--- src/rtl/counter_arb_pkg.sv ---
// rtl/counter_arb_pkg.sv - shared types and defaults for the counter arbiter
// Purpose: opcode and FSM state enums, default sizes, index-width helper.
// Ports: none (package).
package counter_arb_pkg;

  localparam int DEF_W    = 8;
  localparam int DEF_NREQ = 4;

  typedef enum logic {
    OP_LOAD = 1'b0,
    OP_INC  = 1'b1
  } op_e;

  typedef enum logic [1:0] {
    IDLE   = 2'd0,
    ISSUE  = 2'd1,
    SETTLE = 2'd2
  } state_e;

  // Width of a requester index; never below one bit.
  function automatic int idx_w(input int n);
    return (n <= 2) ? 1 : $clog2(n);
  endfunction

endpackage

--- src/rtl/counter_arbiter_if.sv ---
// rtl/counter_arbiter_if.sv - requester command/response bus
// Purpose: bundles the per-requester command handshake and the response pulses.
// Ports (modport master = requester side, slave = arbiter side):
//   req_valid/req_op/req_data  command from requesters (slice i = [i*W +: W])
//   req_ready                  one-hot accept pulse
//   rsp_valid/rsp_q            one-hot completion pulse and counter value
interface counter_arbiter_if
  import counter_arb_pkg::*;
#(
  parameter int NREQ = DEF_NREQ,
  parameter int W    = DEF_W
);

  logic [NREQ-1:0]   req_valid;
  logic [NREQ-1:0]   req_op;
  logic [NREQ*W-1:0] req_data;
  logic [NREQ-1:0]   req_ready;
  logic [NREQ-1:0]   rsp_valid;
  logic [W-1:0]      rsp_q;

  modport master (
    output req_valid, req_op, req_data,
    input  req_ready, rsp_valid, rsp_q
  );

  modport slave (
    input  req_valid, req_op, req_data,
    output req_ready, rsp_valid, rsp_q
  );

endinterface

--- src/rtl/rr_arbiter.sv ---
// rtl/rr_arbiter.sv - combinational round-robin picker
// Purpose: first set request at or after ptr, wrapping past NREQ-1.
// Ports:
//   req        request vector
//   ptr        highest-priority index this round
//   gnt        one-hot grant (zero when nothing requests)
//   idx        binary index of the grant
//   any_valid  at least one request set
module rr_arbiter
  import counter_arb_pkg::*;
#(
  parameter int NREQ = DEF_NREQ,
  parameter int IW   = idx_w(NREQ)
) (
  input  logic [NREQ-1:0] req,
  input  logic [IW-1:0]   ptr,
  output logic [NREQ-1:0] gnt,
  output logic [IW-1:0]   idx,
  output logic            any_valid
);

  logic [2*NREQ-1:0] dbl;
  logic [NREQ-1:0]   rot;
  logic              found;
  int                s;

  always_comb begin
    // Doubling the vector makes the wrap a plain shift: rot[k] = req[(ptr+k) mod NREQ].
    dbl   = {req, req};
    rot   = NREQ'(dbl >> ptr);
    found = 1'b0;
    idx   = '0;
    s     = 0;
    for (int k = 0; k < NREQ; k++) begin
      if (!found && rot[k]) begin
        found = 1'b1;
        s     = int'(ptr) + k;
        if (s >= NREQ) s = s - NREQ;
        idx   = IW'(s);
      end
    end
    gnt       = found ? (NREQ'(1) << idx) : '0;
    any_valid = |req;
  end

endmodule

--- src/rtl/counter_arbiter.sv ---
// rtl/counter_arbiter.sv - round-robin scheduler for one shared load/inc counter
// Purpose: accepts one LOAD or INC-N command at a time, drives the counter
//          controls from registers, and returns the post-operation value.
// Ports:
//   clk, rst                 clock, asynchronous active-low reset
//   bus (slave)              requester commands and responses
//   busy                     high whenever not idle
//   cntr_data_in/ld/inc      counter controls (registered, mutually exclusive ld/inc)
//   cntr_q                   counter value
module counter_arbiter
  import counter_arb_pkg::*;
#(
  parameter int NREQ = DEF_NREQ,
  parameter int W    = DEF_W
) (
  input  logic               clk,
  input  logic               rst,
  counter_arbiter_if.slave   bus,
  output logic               busy,
  output logic [W-1:0]       cntr_data_in,
  output logic               cntr_ld,
  output logic               cntr_inc,
  input  logic [W-1:0]       cntr_q
);

  localparam int IW = idx_w(NREQ);

  state_e          state_q, state_d;
  op_e             op_q, op_d;
  logic [IW-1:0]   ptr_q, ptr_d;
  logic [NREQ-1:0] gnt_q, gnt_d;
  logic [W-1:0]    rem_q, rem_d;
  logic [W-1:0]    din_q, din_d;
  logic            ld_q, ld_d;
  logic            inc_q, inc_d;
  logic            busy_q, busy_d;
  logic [NREQ-1:0] rsp_valid_q, rsp_valid_d;

  logic [NREQ-1:0] arb_gnt;
  logic [IW-1:0]   arb_idx;
  logic            arb_any;
  logic [W-1:0]    arb_opnd;
  op_e             arb_op;

  rr_arbiter #(.NREQ(NREQ), .IW(IW)) u_rr (
    .req       (bus.req_valid),
    .ptr       (ptr_q),
    .gnt       (arb_gnt),
    .idx       (arb_idx),
    .any_valid (arb_any)
  );

  assign arb_opnd = bus.req_data[int'(arb_idx)*W +: W];
  assign arb_op   = op_e'(bus.req_op[arb_idx]);

  // Next-state and next-output decode. Control outputs are computed one cycle
  // ahead so the registered values line up with the state they belong to.
  always_comb begin
    state_d     = state_q;
    op_d        = op_q;
    ptr_d       = ptr_q;
    gnt_d       = gnt_q;
    rem_d       = rem_q;
    din_d       = din_q;
    ld_d        = 1'b0;
    inc_d       = 1'b0;
    rsp_valid_d = '0;
    case (state_q)
      IDLE: begin
        if (arb_any) begin
          gnt_d = arb_gnt;
          op_d  = arb_op;
          ptr_d = (arb_idx == IW'(NREQ - 1)) ? '0 : arb_idx + IW'(1);
          if (arb_op == OP_LOAD) begin
            din_d   = arb_opnd;
            ld_d    = 1'b1;
            state_d = ISSUE;
          end else if (arb_opnd != '0) begin
            rem_d   = arb_opnd;
            inc_d   = 1'b1;
            state_d = ISSUE;
          end else begin
            // INC 0: nothing to issue, respond next cycle.
            state_d     = SETTLE;
            rsp_valid_d = arb_gnt;
          end
        end
      end
      ISSUE: begin
        if (op_q == OP_LOAD) begin
          state_d     = SETTLE;
          rsp_valid_d = gnt_q;
        end else begin
          rem_d = rem_q - W'(1);
          if (rem_q == W'(1)) begin
            state_d     = SETTLE;
            rsp_valid_d = gnt_q;
          end else begin
            inc_d = 1'b1;
          end
        end
      end
      SETTLE: state_d = IDLE;
      default: state_d = IDLE;
    endcase
    busy_d = (state_d != IDLE);
  end

  always_ff @(posedge clk or negedge rst) begin
    if (!rst) begin
      state_q     <= IDLE;
      op_q        <= OP_LOAD;
      ptr_q       <= '0;
      gnt_q       <= '0;
      rem_q       <= '0;
      din_q       <= '0;
      ld_q        <= 1'b0;
      inc_q       <= 1'b0;
      busy_q      <= 1'b0;
      rsp_valid_q <= '0;
    end else begin
      state_q     <= state_d;
      op_q        <= op_d;
      ptr_q       <= ptr_d;
      gnt_q       <= gnt_d;
      rem_q       <= rem_d;
      din_q       <= din_d;
      ld_q        <= ld_d;
      inc_q       <= inc_d;
      busy_q      <= busy_d;
      rsp_valid_q <= rsp_valid_d;
    end
  end

  // Accept pulse is the only combinational output; reset masks it because the
  // async reset forces IDLE while requests may still be held.
  assign bus.req_ready = (rst && state_q == IDLE) ? arb_gnt : '0;
  assign bus.rsp_valid = rsp_valid_q;
  // The counter updates on the edge that enters SETTLE, so its current value
  // is the post-operation result.
  assign bus.rsp_q     = (|rsp_valid_q) ? cntr_q : '0;
  assign busy          = busy_q;
  assign cntr_ld       = ld_q;
  assign cntr_inc      = inc_q;
  assign cntr_data_in  = din_q;

endmodule

--- src/flat_wrapper.sv ---
// flat-port wrapper written by rule: the top's interface ports become plain ports
module counter_arbiter_flat import counter_arb_pkg::*;
#(
  parameter int NREQ = DEF_NREQ,
  parameter int W    = DEF_W
)
  (clk, rst, busy, cntr_data_in, cntr_ld, cntr_inc, cntr_q, bus_req_valid, bus_req_op, bus_req_data, bus_req_ready, bus_rsp_valid, bus_rsp_q);
  counter_arbiter_if #(.NREQ(NREQ), .W(W)) bus_i ();
  input  logic clk;
  input  logic rst;
  output logic busy;
  output logic [W-1:0] cntr_data_in;
  output logic cntr_ld;
  output logic cntr_inc;
  input  logic [W-1:0] cntr_q;
  input wire logic [$bits(bus_i.req_valid)-1:0] bus_req_valid;
  input wire logic [$bits(bus_i.req_op)-1:0] bus_req_op;
  input wire logic [$bits(bus_i.req_data)-1:0] bus_req_data;
  output wire logic [$bits(bus_i.req_ready)-1:0] bus_req_ready;
  output wire logic [$bits(bus_i.rsp_valid)-1:0] bus_rsp_valid;
  output wire logic [$bits(bus_i.rsp_q)-1:0] bus_rsp_q;
  assign bus_i.req_valid = bus_req_valid;
  assign bus_i.req_op = bus_req_op;
  assign bus_i.req_data = bus_req_data;
  assign bus_req_ready = bus_i.req_ready;
  assign bus_rsp_valid = bus_i.rsp_valid;
  assign bus_rsp_q = bus_i.rsp_q;
  counter_arbiter #(.NREQ(NREQ), .W(W)) u_core (.clk(clk), .rst(rst), .bus(bus_i), .busy(busy), .cntr_data_in(cntr_data_in), .cntr_ld(cntr_ld), .cntr_inc(cntr_inc), .cntr_q(cntr_q));
endmodule
--- config.mk ---
export PLATFORM = sky130hd
export DESIGN_NAME = counter_arbiter_flat
export DESIGN_NICKNAME = d
export VERILOG_FILES = /design/src/rtl/counter_arb_pkg.sv /design/src/rtl/counter_arbiter_if.sv /design/src/rtl/rr_arbiter.sv /design/src/rtl/counter_arbiter.sv /design/src/flat_wrapper.sv
export SDC_FILE = /design/constraint.sdc
export NUM_CORES = 1
export LEC_CHECK = 0
export ABC_AREA = 1
export CAP_MARGIN = 0
export CORE_MARGIN = 3
export CORE_UTILIZATION = 41
export DETAILED_ROUTE_END_ITERATION = 6
export PLACE_DENSITY = 0.86
export SLEW_MARGIN = 20
export SYNTH_ARGS = -nofsm -noshare
export SYNTH_HDL_FRONTEND = slang
export SYNTH_SLANG_ARGS = --single-unit
--- constraint.sdc ---
create_clock -name clk -period 2.3 [get_ports clk]
set_clock_uncertainty 0.05 [all_clocks]
set_input_delay 0.345 -clock clk [delete_from_list [all_inputs] [get_ports clk]]
set_output_delay 0.345 -clock clk [all_outputs]
set_load 0.02 [all_outputs]
==> impl_metrics.yaml <==
synth:
  yosys_register_bits: 32
  synth.area.mux_share: 0
  syn_area_mm2: 0.00223
  seq_area_frac_synth: 0.360
  synth_warnings: 0
  synthFlopType: "dfrtp_1"
  syn_inst: 324
  synth_compound_area_frac: 0.110
  synth_top_family_by_area: "simple AND/OR/NAND/NOR gates"
  synth_nets: 380
  synth_edf_count: 0
  synth_fa_ha_area_frac: 0.0337
  ys_types: 34
  async_flop_share: 1.00
  synth_xor_area_frac: 0.0157
  synth_simple_gate_area_frac: 0.390
  syn_area_per_cell_um2: 6.87
global_routing:
  grt_max_degree: 33
  grt_pass1_vias: 2665
  grt_pass1_wl_um: 12300
  grt_usage: 0.247
  antenna_found_initial: 0
  grt_overflow: 0
critical_path:
  cp_max_fo: 6
  cp_common_cell: "nand2_1"
  regToRegSetupSlack_ps: -480
  reg2reg_from: "u_core.ptr_q[0]"
  cpPeakStageDelay_ps: 490
  crit_end: "bus_req_ready[3]"
  cp-start-kind: "flip-flop"
  crit_start: "u_core.ptr_q[0]"
  r2r-end: "u_core.rem_q[2]"
  cp-end-kind: "primary output"
  crit_type: "flip-flop to primary output"
  cp.required_ps: 1900
  cp_cell_sequence: "buf_12 -> nand2_1 -> nand3_1 -> nand2_1 -> nand4_1 -> nand3_2 -> nand2_4 -> inv_6 -> ha_2 -> nand2_1 -> nor2_1 -> buf_4"
  worst_ep_arrival_time_ps: 2410
  crit_slowest_cell: "dfrtp_2"
  r2r_cells: 19
clock_tree:
  root_buffer: "clkbuf_8"
  cts_inserted_buffers: 5
  cts_max_level: 2
  path_clk_slew_ps: 70
  cts_tree: "built"
  cts.sinks: 32
  clock_latency_ps: 290
  cts.path.max_buffers: 2
drt:
  vias_per_cell: 5.73
  routedWlPerCell_um: 18.6
  drc: 0
  wl_um: 10000
  drt_iter0_drc: 332
  drt_first_pass_iters: 7
  final_antenna_net_count: 0
  vias: 3085
layout:
  diodes: 0
  layout-drive-gt1-share: 0.404
  fin_util: 0.818
  fin_nets: 523
  syn2layout_area_growth_pct: 89.9
flow_run:
  drv_cap: 0
sta:
  timing.final.ws_setup_ps: -503
  relSlewSlack: 0.514
  finalCritPeriodShare: 1.22
  fmax_mhz: 357
  fin_crit_ps: 2800
  finalMaxSlewViolations: 0
  final_hold_viol_count: 0
  worst_pin_slew_ps: 724
  rsz0062_at_grt: "yes"
  finalSetupViolCount: 29
worst_hold_path:
  min_path_cells: 1
  hold_path.class: "flip-flop to flip-flop"
floorplanning:
  coreArea_mm2: 0.00517
  die_y_um: 79.7
  die_area_mm2: 0.00635
  die_x_um: 79.7
  rows: 26
  start_util: 0.431
  ios: 77
placed_design:
  hpwl_um: 5100
  io_buffers: 76
  gp_congestion: 0.815
run_status:
  status: "finished with violations"
  violations: "setup timing"
worst min-delay path by stage:
stage	start	to
finish	u_core.state_q[1]	u_core.busy
global placement	u_core.state_q[1]	u_core.busy
global route	u_core.state_q[1]	u_core.busy
floorplan	rst	u_core.bus.rsp_valid[0]
detailed placement	u_core.state_q[1]	u_core.busy
CTS	u_core.state_q[1]	u_core.busy
metrics by stage:
step,TNS [ps],setup WS [ps],hold WS (ps),instance area (µm²),cells
after floorplan,0,121,-0.591,2230,324
after global placement,-14330,-659,381,3310,498
after detailed placement,-18620,-872,392,3310,498
after CTS,-5490,-301,399,3780,530
after global routing,-14050,-589,422,4230,538
final,-10860,-503,399,4230,538
cell families (layout without fill, tap and decap cells):
kind of cell             after synthesis  after routing
AND/OR/NAND/NOR                      196            197
AO/OA/AOI/OAI                         43             43
buffers and inverters                 43            186
flip-flops                            32             32
adder cells (fa/ha/maj)                6              6
XOR/XNOR                               4              4
cells in the final DEF, fill, tap and decap left out, types with 4 or more instances in the layout:
cell type	instances
buf_6	13
nand3_1	22
nor2_1	29
inv_1	25
o21ai_0	11
nand2_2	29
nand2_4	21
buf_4	53
nand2_1	60
dfrtp_1	30
a21oi_1	11
nand3_2	19
o22ai_2	4
clkdlybuf4s50_1	68
clkbuf_8	6
worst max-delay path, delay by kind of cell, from the launching register on:
family / cells / cell delay, ps
buffers and inverters: 3 / 420
adders and majority gates: 1 / 190
and+or+nand+nor: 8 / 1000
DFF: 1 / 490
synthesized netlist by cell type (2+ instances only):
| cell | n | area, µm² |
|---|---|---|
| a21oi_1 | 13 | 65.1 |
| a22oi_1 | 2 | 15.0 |
| buf_2 | 3 | 15.0 |
| buf_6 | 3 | 33.8 |
| clkbuf_1 | 2 | 7.51 |
| dfrtp_1 | 32 | 801 |
| ha_1 | 6 | 75.1 |
| inv_1 | 28 | 105 |
| inv_2 | 3 | 11.3 |
| nand2_1 | 100 | 375 |
| nand2_2 | 8 | 50.1 |
| nand2_4 | 4 | 45.0 |
| nand3_1 | 43 | 215 |
| nand4_1 | 3 | 18.8 |
| nor2_1 | 32 | 120 |
| o21ai_0 | 15 | 75.1 |
| o21ai_1 | 3 | 15.0 |
| o22ai_1 | 6 | 37.5 |
| xnor2_1 | 3 | 26.3 |
layout make-up:
type                    count  area [µm²]
well taps                  70        87.6
inverters                  34         150
fillers                   258         942
clock buffers               6        82.6
flip-flops and latches     32         803
repair buffers            144        1380
multi-input cells         250        1720
clock inverters             2        10.0
per-layer routing:
metal / global-route usage / vias up / routed length (µm)
met5: 0 / - / 0
met2: 0.464 / 237 / 5070
met3: 0.0451 / 60 / 863
met1: 0.271 / 1449 / 3470
li1: - / 1339 / -
met4: 0.0979 / 0 / 614
state kept, by name, summed over array words and instances (netlist names):
name and flops:
u_core.rem_q 8, u_core.ptr_q 2, u_core.busy 1, u_core.cntr_ld 1
u_core.op_q 1, u_core.cntr_data_in 8, u_core.gnt_q 4, u_core.state_q 2
u_core.bus.rsp_valid 4, u_core.cntr_inc 1
repair_timing:
item / CTS / global route
gates cloned: 3 / 0
hold endpoints to repair: 0 / 0
hold buffers: 0 / 0
pin swaps: 22 / 32
setup endpoints to repair: 29 / 29
gates resized for setup: 76 / 96
buffers inserted: 21 / 10
Power is left out: the tool's default activity adds up to more than one toggle a clock period on the data nets, which glitch-free logic cannot reach.
